[src/rtl/note_sequencer.sv]
// rtl/note_sequencer.sv - beat-aligned LFSR note generator for the light row
//
// Ports:
//   clk        system clock, all state changes on posedge
//   reset      asynchronous active-low reset
//   enable     game running (level)
//   stop       score saturated; forces HALT (priority over enable)
//   density    note threshold 0..7, only looked at on a decision boundary
//   note       light row start input, held for a whole beat per issued note
//   beat       high on the last cycle of each beat
//   notes_sent saturating count of issued notes

module note_sequencer #(
    parameter int          BEAT_CYCLES = 16,
    parameter logic [7:0]  LFSR_SEED   = 8'hA5,
    parameter int          MIN_GAP     = 1
) (
    input  logic       clk,
    input  logic       reset,
    input  logic       enable,
    input  logic       stop,
    input  logic [2:0] density,
    output logic       note,
    output logic       beat,
    output logic [7:0] notes_sent
);

    localparam int CW = (BEAT_CYCLES > 1) ? $clog2(BEAT_CYCLES) : 1;
    localparam int GW = (MIN_GAP > 0) ? $clog2(MIN_GAP + 1) : 1;
    localparam logic [CW-1:0] LAST     = CW'(BEAT_CYCLES - 1);
    localparam logic [GW-1:0] GAP_LOAD = GW'(MIN_GAP);

    typedef enum logic [1:0] {IDLE, RUN, HALT} state_t;

    state_t        state, state_nxt;
    logic [CW-1:0] counter;
    logic [7:0]    lfsr, lfsr_nxt;
    logic [GW-1:0] gap_cnt, gap_nxt;
    logic          note_nxt;
    logic [7:0]    sent_nxt;
    logic          boundary;
    logic          decide;
    logic          issue;

    assign boundary = (counter == LAST);

    // Beat counter free-runs in every state so beats stay phase-aligned
    // with the light row, which leaves reset at the same time.
    always_ff @(posedge clk or negedge reset) begin
        if (!reset) begin
            counter <= '0;
        end else if (boundary) begin
            counter <= '0;
        end else begin
            counter <= counter + CW'(1);
        end
    end

    // State register
    always_ff @(posedge clk or negedge reset) begin
        if (!reset) begin
            state <= IDLE;
        end else begin
            state <= state_nxt;
        end
    end

    // Next-state logic; stop outranks enable everywhere
    always_comb begin
        state_nxt = state;
        case (state)
            IDLE: if (boundary && enable && !stop) state_nxt = RUN;
            RUN: begin
                if (stop)         state_nxt = HALT;
                else if (!enable) state_nxt = IDLE;
            end
            HALT: if (!enable) state_nxt = IDLE;
            default: state_nxt = IDLE;
        endcase
    end

    // Output / datapath logic. A decision happens on a boundary whenever we
    // end up in RUN: either staying there or entering from IDLE.
    always_comb begin
        decide   = boundary && enable && !stop && (state != HALT);
        issue    = decide && (gap_cnt == '0) && (lfsr[2:0] < density);

        note_nxt = note;
        if (state_nxt != RUN) begin
            note_nxt = 1'b0;
        end else if (decide) begin
            note_nxt = issue;
        end

        lfsr_nxt = lfsr;
        if (decide) begin
            lfsr_nxt = {lfsr[6:0], lfsr[7] ^ lfsr[5] ^ lfsr[4] ^ lfsr[3]};
        end

        gap_nxt = gap_cnt;
        if (issue) begin
            gap_nxt = GAP_LOAD;
        end else if (decide && gap_cnt != '0) begin
            gap_nxt = gap_cnt - GW'(1);
        end

        sent_nxt = notes_sent;
        if (issue && notes_sent != 8'hFF) begin
            sent_nxt = notes_sent + 8'd1;
        end

        beat = boundary;
    end

    always_ff @(posedge clk or negedge reset) begin
        if (!reset) begin
            note       <= 1'b0;
            lfsr       <= LFSR_SEED;
            gap_cnt    <= '0;
            notes_sent <= 8'd0;
        end else begin
            note       <= note_nxt;
            lfsr       <= lfsr_nxt;
            gap_cnt    <= gap_nxt;
            notes_sent <= sent_nxt;
        end
    end

endmodule

[config.mk]
export PLATFORM = sky130hd
export DESIGN_NAME = note_sequencer
export DESIGN_NICKNAME = d
export VERILOG_FILES = /design/src/rtl/note_sequencer.sv
export SDC_FILE = /design/constraint.sdc
export NUM_CORES = 1
export LEC_CHECK = 0
export ABC_CLOCK_PERIOD_IN_PS = 2450
export BUFFER_PORTS_ARGS = -buffer_cell sky130_fd_sc_hd__buf_2
export CELL_PAD_IN_SITES_DETAIL_PLACEMENT = 2
export CELL_PAD_IN_SITES_GLOBAL_PLACEMENT = 2
export CORE_MARGIN = 4
export CORE_UTILIZATION = 30
export DETAILED_ROUTE_END_ITERATION = 12
export PLACE_DENSITY = 0.7
export SLEW_MARGIN = 20
export SYNTH_ARGS = -nofsm -noshare
export SYNTH_HDL_FRONTEND = slang
export SYNTH_SLANG_ARGS = --single-unit
export TNS_END_PERCENT = 5
[constraint.sdc]
create_clock -name clk -period 2.45 [get_ports clk]
set_clock_uncertainty 0.2 [all_clocks]
set_input_delay 0 -clock clk [delete_from_list [all_inputs] [get_ports clk]]
set_output_delay 0 -clock clk [all_outputs]
set_load 0.01 [all_outputs]
==> run metrics, run 1 <==
Starting Density 31.8%; final-layout setup total negative slack 0 ns; area of the mapped netlist roughly 1200 um2; number of warning messages in the yosys log 0; number of placed instances, taps included about 160; Finished Layout Cells 171; top metal layer carrying routed signals met4; post-synth top area share a little over two fifths; leading cell types by count after synthesis 20 x dfrtp_1, 9 x mux2_2, 7 x inv_1, 6 x nor2_1, 5 x xor2_1; number of global-route vias before repair roughly 900; type of origin of the critical path flip-flop; Nets 135; total length of routed wires between 2 and 2.5 mm; maximum number of pins on one net before global-route repair 25; routed length per placed instance ~14 um; max_cap viols 0; cell with the most instances after synthesis dfrtp_1; Post-Synthesis Net Count 113; total number of vias about 830; count of antenna-violating nets left after detailed routing 0; Initial DRT Pass Iterations 4; class of the worst hold path in -> async; drc violations 0; unrepaired setup endpoints after global routing no; maximum fanout along the worst path 5; number of DRC violations after detailed-routing iteration 0 28; worst slew margin relative to its limit between 60% and 70%; Distinct cells, synth 34; Worst Max-Slew Pin Slew around 0.56 ns; antenna violations before repair 0; number of synthesized register bits 24; run status completed; setup violation total in the final timing report 0; number of buffers created by CTS 3; length of routed met2 wiring between 1 and 1.5 mm; insertion delay to the later sink of the worst-skew pair around 0.26 ns; number of inserted filler cells in the final layout 411; clk sink count 24; endpoint kind of the worst setup timing path flip-flop; largest area contributor in the synthesized netlist dfrtp_1; CTS clock-pin slew for the worst setup and hold paths about 0.080 ns; y dimension of the die around 71 um; leakage power figure between 0.6 and 0.7 nW; final hold vios 0; Clock Path Buffers 2; number of core rows 22; Worst EP required between 2 and 2.5 ns; CP Data Arrival Time about 2.2 ns; average footprint of a synthesized cell 11.7 um2; library cell used as clock root buffer clkbuf_8; die footprint between 5000 and 6000 um2; peak supply drop between 0.2 and 0.25 mV; number of synthesized flops with an enable pin 0; CP Class reg -> reg; routability cong. between 0.7 and 0.8; Synth Instances 102; Routed met3 length 94 um; floorplan core area approximately 3700 um2; diodes inserted 0; detailed-route vias per instance slightly below 5; pwr/cell area ~490 nW/um2; final period utilization between 80% and 90%; GR Overflow Total 0; most used flip-flop cell after synthesis dfrtp_1; number of levels the H-tree was split into 1; Synth area leaders dfrtp_1 42%, dfstp_2 8.8%, mux2_2 8.5%, ha_1 4.2%, xor2_1 3.7%; fraction of registers with async set/reset between 90% and 100%; # resized after CTS 0; top-level port count 17; upper clock frequency limit roughly 450 MHz; wire length on met1 about 1.1 mm; CTS tree built; global-route wire length before repair about 4.3 mm; Total Routing Usage GR a little over a tenth; sequential element share of the synthesized area between 50% and 60%; width of the die around 71 um; HPWL Detailed 1.92 mm; Port Buf Inserts 16; final period demand of the worst path roughly 2.2 ns; number of pins with negative max-slew slack in the final report 0; fraction of final layout cells sized beyond drive strength 1 30.1%; signed area change from the synthesized netlist to the final layout 17.3%
[logic make-up (layout without fill, tap and decap cells)]
| kind of cell | Yosys count | in the layout | synth area share [%] |
|---|---|---|---|
| compound gates | 12 | 12 | 7.37 |
| mux | 11 | 11 | 10.3 |
| fa+ha+maj | 4 | 4 | 4.21 |
| buf+inv | 10 | 31 | 3.89 |
| flops | 24 | 24 | 50.9 |
| xor+xnor | 8 | 8 | 5.89 |
| simple gates | 33 | 33 | 17.4 |
[sequential cells by signal, summed over array words and instances (netlist names)]
name	count
gap_cnt	1
state	2
notes_sent	8
note	1
lfsr	8
counter	4
[critical path, cell delays in order (launching register included)]
cell           delay (ns)
dfrtp_1              0.40
ha_1                 0.22
and3_1               0.32
nor2_1               0.07
nor4_1               0.20
dlygate4sd3_1        0.61
and2_1               0.12
[per-layer routing]
metal / global-route usage [%] / vias to the layer above
li1: - / 398
met1: 14.7 / 420
met2: 16.6 / 11
met3: 3.55 / 2
met4: 2.51 / 0
met5: 0 / -
[through the flow]
step	instance area [um2]	total power [mW]	setup WS (ns)	hold slack, ns	utilization (%)
floorplan	1190	0.441	0.475	-0.496	-
global placement	1310	0.459	0.331	-0.181	35.0
detailed placement	1310	0.462	0.256	-0.173	35.0
CTS	1390	0.707	0.239	0.0663	37.2
global route	1390	0.728	0.0589	0.113	37.2
finish	1390	0.688	0.252	0.0544	37.2
[cells in the final DEF (no fill, tap or decap), types with 3 or more instances in the layout]
cell type,n
inv_1,7
nand3_1,3
o21ai_0,3
mux2_2,9
nand4_1,3
buf_2,16
clkbuf_8,3
o22ai_1,3
nor2_1,6
nand2_1,4
xor2_1,5
dfstp_2,4
dlygate4sd3_1,4
dfrtp_1,20
xnor2_1,3
nand2b_1,3
a21oi_1,3
ha_1,4
[repair_timing]
item,CTS,global route
buffers inserted,0,0
hold endpoints to repair,27,0
hold buffers,4,0
[power by group]
part | internal, mW | leakage (nW) | total, mW | switching, mW
Sequential | 0.404 | 0.308 | 0.411 | 0.00671
Combinational | 0.0186 | 0.332 | 0.0451 | 0.0265
Clock | 0.116 | 0.0228 | 0.233 | 0.117
Total | 0.538 | 0.662 | 0.688 | 0.150
[final cells by class]
| class | count | area [um2] | area share (%) |
|---|---|---|---|
| Clock buffer | 4 | 45.0 | 3.23 |
| Tap cell | 48 | 60.1 | 4.31 |
| Multi-Input combinational cell | 68 | 537 | 38.5 |
| Sequential cell | 24 | 606 | 43.4 |
| Inverter | 7 | 26.3 | 1.89 |
| Timing Repair Buffer | 20 | 120 | 8.62 |
[final timing paths]
| check | end | depth (start not counted) | slack (ns) | from |
|---|---|---|---|---|
| setup / recovery | note | 6 | 0.25 | counter[0] |
| hold / removal | notes_sent[0] | 2 | 0.05 | reset |
| setup reg to reg | note | 6 | 0.25 | counter[0] |
| hold reg to reg | counter[0] | 1 | 0.30 | counter[0] |
| max in group asynchronous | lfsr[2] | 2 | 1.62 | reset |
| min in group clk | notes_sent[2] | 7 | 0.21 | density[2] |
(Power assumes the default switching activity.)
==> run 2: changes to the inputs <==
--- a/config.mk
+++ b/config.mk
@@ -5,13 +5,13 @@
 export SDC_FILE = /design/constraint.sdc
 export NUM_CORES = 1
 export LEC_CHECK = 0
-export ABC_CLOCK_PERIOD_IN_PS = 2450
 export BUFFER_PORTS_ARGS = -buffer_cell sky130_fd_sc_hd__buf_2
 export CELL_PAD_IN_SITES_DETAIL_PLACEMENT = 2
 export CELL_PAD_IN_SITES_GLOBAL_PLACEMENT = 2
 export CORE_MARGIN = 4
 export CORE_UTILIZATION = 30
 export DETAILED_ROUTE_END_ITERATION = 12
+export MAX_ROUTING_LAYER = met4
 export PLACE_DENSITY = 0.7
 export SLEW_MARGIN = 20
 export SYNTH_ARGS = -nofsm -noshare
==> run metrics, run 2 (synthesized netlist as in run 1, its figures left out) <==
largest registers ranked by flip-flop count lfsr: 8 flops, notes_sent: 8 flops, counter: 4 flops (unchanged); Post-CTS Setup Bufs 0 (unchanged); Nets 135 (unchanged); clk sink count 24 (unchanged); routed length per placed instance 14.4 um (unchanged); setup violation total in the final timing report 0 (unchanged); final period demand of the worst path 2.20 ns (about the same); max_cap viols 0 (unchanged); final hold vios 0 (unchanged); HPWL Detailed 1.92 mm (unchanged); total length of routed wires 2.46 mm (unchanged); total number of vias 831 (unchanged); most common library cell in the layout ignoring fill and taps dfrtp_1 (unchanged); count of antenna-violating nets left after detailed routing 0 (unchanged); Port Buf Inserts 16 (unchanged); worst slack on hold paths 0.0544 ns (about the same); global-route wire length before repair 4.32 mm (was 4.33 mm); Register Area 606 um2 (unchanged); top-level port count 17 (unchanged); die footprint 5030 um2 (unchanged); final period utilization 89.7% (about the same); number of global-route vias before repair 907 (was 902); maximum number of pins on one net before global-route repair 25 (unchanged); leakage power figure 0.662 nW (unchanged); library cell used as clock root buffer clkbuf_8 (unchanged); Clock Path Buffers 2 (unchanged); peak supply drop 0.249 mV (about the same); Initial DRT Pass Iterations 4 (unchanged); width of the die 70.9 um (unchanged); type of origin of the critical path flip-flop (unchanged); insertion delay to the later sink of the worst-skew pair 0.26 ns (about the same); CP Class reg -> reg (unchanged); GR Overflow Total 0 (unchanged); Starting Density 31.8% (unchanged); CP Data Arrival Time 2.20 ns (about the same); cell with the largest stage delay on the worst path dlygate4sd3_1 (unchanged); Worst EP required 2.45 ns (about the same); number of core rows 22 (unchanged); antenna violations before repair 0 (unchanged); ordered list of cells on the worst path ha_1, and3_1, nor2_1, nor4_1, dlygate4sd3_1, and2_1 (unchanged); detailed-route vias per instance 4.86 (unchanged); largest stage delay on the critical path 0.61 ns (about the same); run status completed (unchanged); final-layout setup total negative slack 0 ns (unchanged); y dimension of the die 70.9 um (unchanged); Worst Max-Slew Pin Slew 0.559 ns (about the same); drc violations 0 (unchanged); Total Routing Usage GR 11.1% (was 10.8%); diodes inserted 0 (unchanged); CTS clock-pin slew for the worst setup and hold paths 0.08 ns (about the same); maximum fanout along the worst path 5 (unchanged); number of levels the H-tree was split into 1 (unchanged); floorplan core area 3740 um2 (unchanged); endpoint kind of the worst setup timing path flip-flop (unchanged); worst slew margin relative to its limit 62.8% (about the same); class of the worst hold path in -> async (unchanged); Buffers & Inverters on Critical Path 1 (unchanged); fraction of final layout cells sized beyond drive strength 1 30.1% (unchanged); DP Area 1310 um2 (unchanged); most used cells in the layout excluding fill and tap cells 20 x dfrtp_1, 16 x buf_2, 9 x mux2_2 (unchanged); Multi-input gate area 537 um2 (unchanged); number of buffers created by CTS 3 (unchanged); unrepaired setup endpoints after global routing no (unchanged); number of DRC violations after detailed-routing iteration 0 29 (was 28); number of inserted filler cells in the final layout 411 (unchanged); upper clock frequency limit 455 MHz (about the same); signed area change from the synthesized netlist to the final layout 17.3% (unchanged); kind of cell adding the most delay to the critical path simple AND/OR/NAND/NOR gates (unchanged); CTS tree built (unchanged); routability cong. 0.804 (was 0.792); pwr/cell area 494 nW/um2 (about the same); design area 1390 um2 (unchanged); number of pins with negative max-slew slack in the final report 0 (unchanged)
run 2: cell counts in the layout (fill, tap and decap cells not counted):
No cell type changed its count.
run 2: area by class of cell:
class | count | area share (%)
flip-flops and latches | 24 | 43.4
well taps | 48 | 4.31
inverters | 7 | 1.89
repair buffers | 20 | 8.62
clock buffers | 4 | 3.23
multi-input cells | 68 | 38.5
run 2: per-stage QoR:
stage,instances,util (%),total power [mW],setup slack (ns)
3_5_place_dp,163,35.0,0.462,0.256
6_report,171,37.2,0.688,0.252
3_3_place_gp,163,35.0,0.459,0.331
5_1_grt,171,37.2,0.728,0.0589
4_1_cts,171,37.2,0.707,0.239
2_1_floorplan,102,-,0.441,0.475
run 2: layer usage:
layer / part of all wire [%] / global-route usage [%]
met1: 46 / 14.7
met2: 49 / 16.6
met3: 3.8 / 3.55
met4: 0.73 / 2.51
met5: 0 / -
run 2: power by group:
part / leakage (nW) / internal (mW) / switching [mW] / total (mW)
Sequential: 0.308 / 0.404 / 0.00671 / 0.411
Combinational: 0.332 / 0.0186 / 0.0265 / 0.0451
Clock: 0.0228 / 0.116 / 0.117 / 0.233
Total: 0.662 / 0.538 / 0.150 / 0.688
run 2: timing repair:
| action | CTS | global route |
|---|---|---|
| endpoints found under the hold margin | 27 | 0 |
| resized for setup | 0 | 0 |
| hold buffers | 4 | 0 |
run 2: path summary, 6_finish.rpt:
check                      startpoint  slack [ns]  cells after the start             to
setup / recovery           counter[0]        0.25                      6           note
hold / removal                  reset        0.05                      2  notes_sent[0]
setup reg to reg           counter[0]        0.25                      6           note
hold reg to reg            counter[0]        0.30                      1     counter[0]
max in group asynchronous       reset        1.62                      2        lfsr[2]
min in group clk           density[2]        0.21                      7  notes_sent[2]
==> run 3: changes to the inputs <==
--- a/config.mk
+++ b/config.mk
@@ -12,7 +12,8 @@
 export CORE_UTILIZATION = 30
 export DETAILED_ROUTE_END_ITERATION = 12
 export MAX_ROUTING_LAYER = met4
-export PLACE_DENSITY = 0.7
+export PLACE_DENSITY_LB_ADDON = 0.05
+export RECOVER_POWER = 25
 export SLEW_MARGIN = 20
 export SYNTH_ARGS = -nofsm -noshare
 export SYNTH_HDL_FRONTEND = slang
==> constraint.sdc (replaced) <==
create_clock -name clk -period 2.45 [get_ports clk]
set_clock_uncertainty 0.2 [all_clocks]
set_input_delay 0 -clock clk [delete_from_list [all_inputs] [get_ports clk]]
set_output_delay 0 -clock clk [all_outputs]
set_load 0.1 [all_outputs]
==> run metrics, run 3 (synthesized netlist as in run 1, its figures left out) <==
run status completed (unchanged); number of core rows 22 (unchanged); CTS clock-pin slew for the worst setup and hold paths 0.09 ns (was 0.08 ns); maximum number of pins on one net before global-route repair 25 (unchanged); type of origin of the critical path flip-flop (unchanged); Clock Path Buffers 2 (unchanged); final period demand of the worst path 2.21 ns (was 2.20 ns); die footprint 5030 um2 (unchanged); number of placed instances, taps included 163 (unchanged); most used cells in the layout excluding fill and tap cells 20 x dfrtp_1, 15 x buf_2, 9 x mux2_2 (was 20 x dfrtp_1, 16 x buf_2, 9 x mux2_2); drc violations 0 (unchanged); grt met3 use 2.84% (was 3.55%); endpoint kind of the worst setup timing path flip-flop (unchanged); CP Class reg -> reg (unchanged); library cell used as clock root buffer clkbuf_8 (unchanged); ordered list of cells on the worst path ha_1, and3_1, o2111ai_4, nor4_2, mux2_1 (was ha_1, and3_1, nor2_1, nor4_1, dlygate4sd3_1, and2_1); sequential group share of total power 57.8% (was 59.7%); HPWL Detailed 1.89 mm (was 1.92 mm); Total Routing Usage GR 12.5% (was 11.1%); Starting Density 31.8% (unchanged); antenna violations before repair 0 (unchanged); most common library cell in the layout ignoring fill and taps dfrtp_1 (unchanged); width of the die 70.9 um (unchanged); design area 1390 um2 (about the same); signed area change from the synthesized netlist to the final layout 17.2% (was 17.3%); detailed-route vias per instance 4.95 (was 4.86); count of antenna-violating nets left after detailed routing 0 (unchanged); insertion delay to the later sink of the worst-skew pair 0.27 ns (was 0.26 ns); Worst EP required 2.41 ns (was 2.45 ns); worst slack on hold paths 0.156 ns (was 0.0544 ns); max_cap viols 0 (unchanged); global-route wire length before repair 4.90 mm (was 4.32 mm); global routing met1 resource utilization 15.6% (was 14.7%); Net Sw Power 0.173 mW (was 0.150 mW); y dimension of the die 70.9 um (unchanged); pwr/cell area 511 nW/um2 (was 494 nW/um2); final period utilization 90.1% (was 89.7%); routed length per placed instance 15.9 um (was 14.4 um); peak supply drop 0.224 mV (was 0.249 mV); diodes inserted 0 (unchanged); number of levels the H-tree was split into 1 (unchanged); worst slew margin relative to its limit 8.79% (was 62.8%); cts hold-fix bufs 4 (unchanged); flop-to-flop setup slack 0.24 ns (was 0.25 ns); sw frac 24.3% (was 21.8%); Port Buf Inserts 16 (unchanged); number of pins with negative max-slew slack in the final report 0 (unchanged); Register Area 606 um2 (unchanged); number of inserted filler cells in the final layout 412 (was 411); largest registers ranked by flip-flop count lfsr: 8 flops, notes_sent: 8 flops, counter: 4 flops (unchanged); Post-CTS Setup Bufs 0 (unchanged); top-level port count 17 (unchanged); cell-internal power 0.539 mW (was 0.538 mW); upper clock frequency limit 453 MHz (was 455 MHz); cell with the largest stage delay on the worst path dfrtp_1 (was dlygate4sd3_1); floorplan core area 3740 um2 (unchanged); number of buffers created by CTS 3 (unchanged); final-layout setup total negative slack 0 ns (unchanged); number of global-route vias before repair 994 (was 907); # resized after CTS 0 (unchanged); unrepaired setup endpoints after global routing no (unchanged); combinational fraction of design power 7.6% (was 6.6%); setup violation total in the final timing report 0 (unchanged); GR Overflow Total 0 (unchanged); met2 track demand over resource in global routing 20.1% (was 16.6%); Multi-input gate area 537 um2 (unchanged); clk sink count 24 (unchanged); final hold vios 0 (unchanged); leakage power figure 0.659 nW (was 0.662 nW); CP Data Arrival Time 2.17 ns (was 2.20 ns); maximum fanout along the worst path 9 (was 5); Buffers & Inverters on Critical Path 0 (was 1); largest stage delay on the critical path 0.40 ns (was 0.61 ns); total number of vias 847 (was 831); DP Area 1310 um2 (unchanged); routability cong. 0.721 (was 0.804); clock network power share 34.6% (was 33.8%); Nets 135 (unchanged); highest-utilization routing layer at the global route stage met2 (unchanged); Worst Max-Slew Pin Slew 1.37 ns (was 0.559 ns); total length of routed wires 2.72 mm (was 2.46 mm); Initial DRT Pass Iterations 3 (was 4); Finished Layout Cells 171 (unchanged); class of the worst hold path in -> reg (was in -> async); fraction of final layout cells sized beyond drive strength 1 29.3% (was 30.1%); kind of cell adding the most delay to the critical path simple AND/OR/NAND/NOR gates (unchanged); CTS tree built (unchanged); number of DRC violations after detailed-routing iteration 0 16 (was 29)
## run 3: worst register-to-register path, cell delays in order, from the launching register on
cell	delay, ns
dfrtp_1	0.40
ha_1	0.23
and3_1	0.33
o2111ai_4	0.26
nor4_2	0.32
mux2_1	0.35
## run 3: metal layers
metal  part of all wire (%)  up-vias
met2                     51       11
met5                      0        -
met4                    1.6        0
met1                     44      435
li1                       -      397
met3                    3.5        4
## run 3: final timing paths
| path | start | cells past startpoint | to |
|---|---|---|---|
| setup reg to reg | counter[0] | 5 | notes_sent[6] |
| hold / removal | density[2] | 7 | notes_sent[2] |
| setup / recovery | counter[0] | 5 | notes_sent[6] |
| hold reg to reg | counter[3] | 1 | counter[3] |
| max in group asynchronous | reset | 2 | state[1] |
| min in group asynchronous | reset | 2 | notes_sent[4] |
## run 3: area by class of cell
type	instances	area share, %
clock buffer	4	3.23
timing repair buffer	20	8.54
tap	48	4.31
multi-input combinational	68	38.5
inverter	7	1.89
sequential	24	43.5
## run 3: metrics by stage
| stage | power (mW) | setup slack (ns) | util (%) |
|---|---|---|---|
| 2_1_floorplan | 0.449 | 0.174 | - |
| 4_1_cts | 0.728 | 0.230 | 37.2 |
| 6_report | 0.712 | 0.243 | 37.2 |
| 3_5_place_dp | 0.471 | 0.243 | 35.0 |
| 5_1_grt | 0.754 | 0.0759 | 37.2 |
| 3_3_place_gp | 0.468 | 0.327 | 35.0 |
## run 3: power by group through the flow
stage          sequential (mW)  clock (mW)  combinational, mW
2_1_floorplan            0.426           0             0.0231
3_5_place_dp             0.419           0             0.0516
6_report                 0.411       0.246             0.0543
5_1_grt                  0.413       0.280             0.0607
4_1_cts                  0.412       0.260             0.0562
3_3_place_gp             0.418           0             0.0499
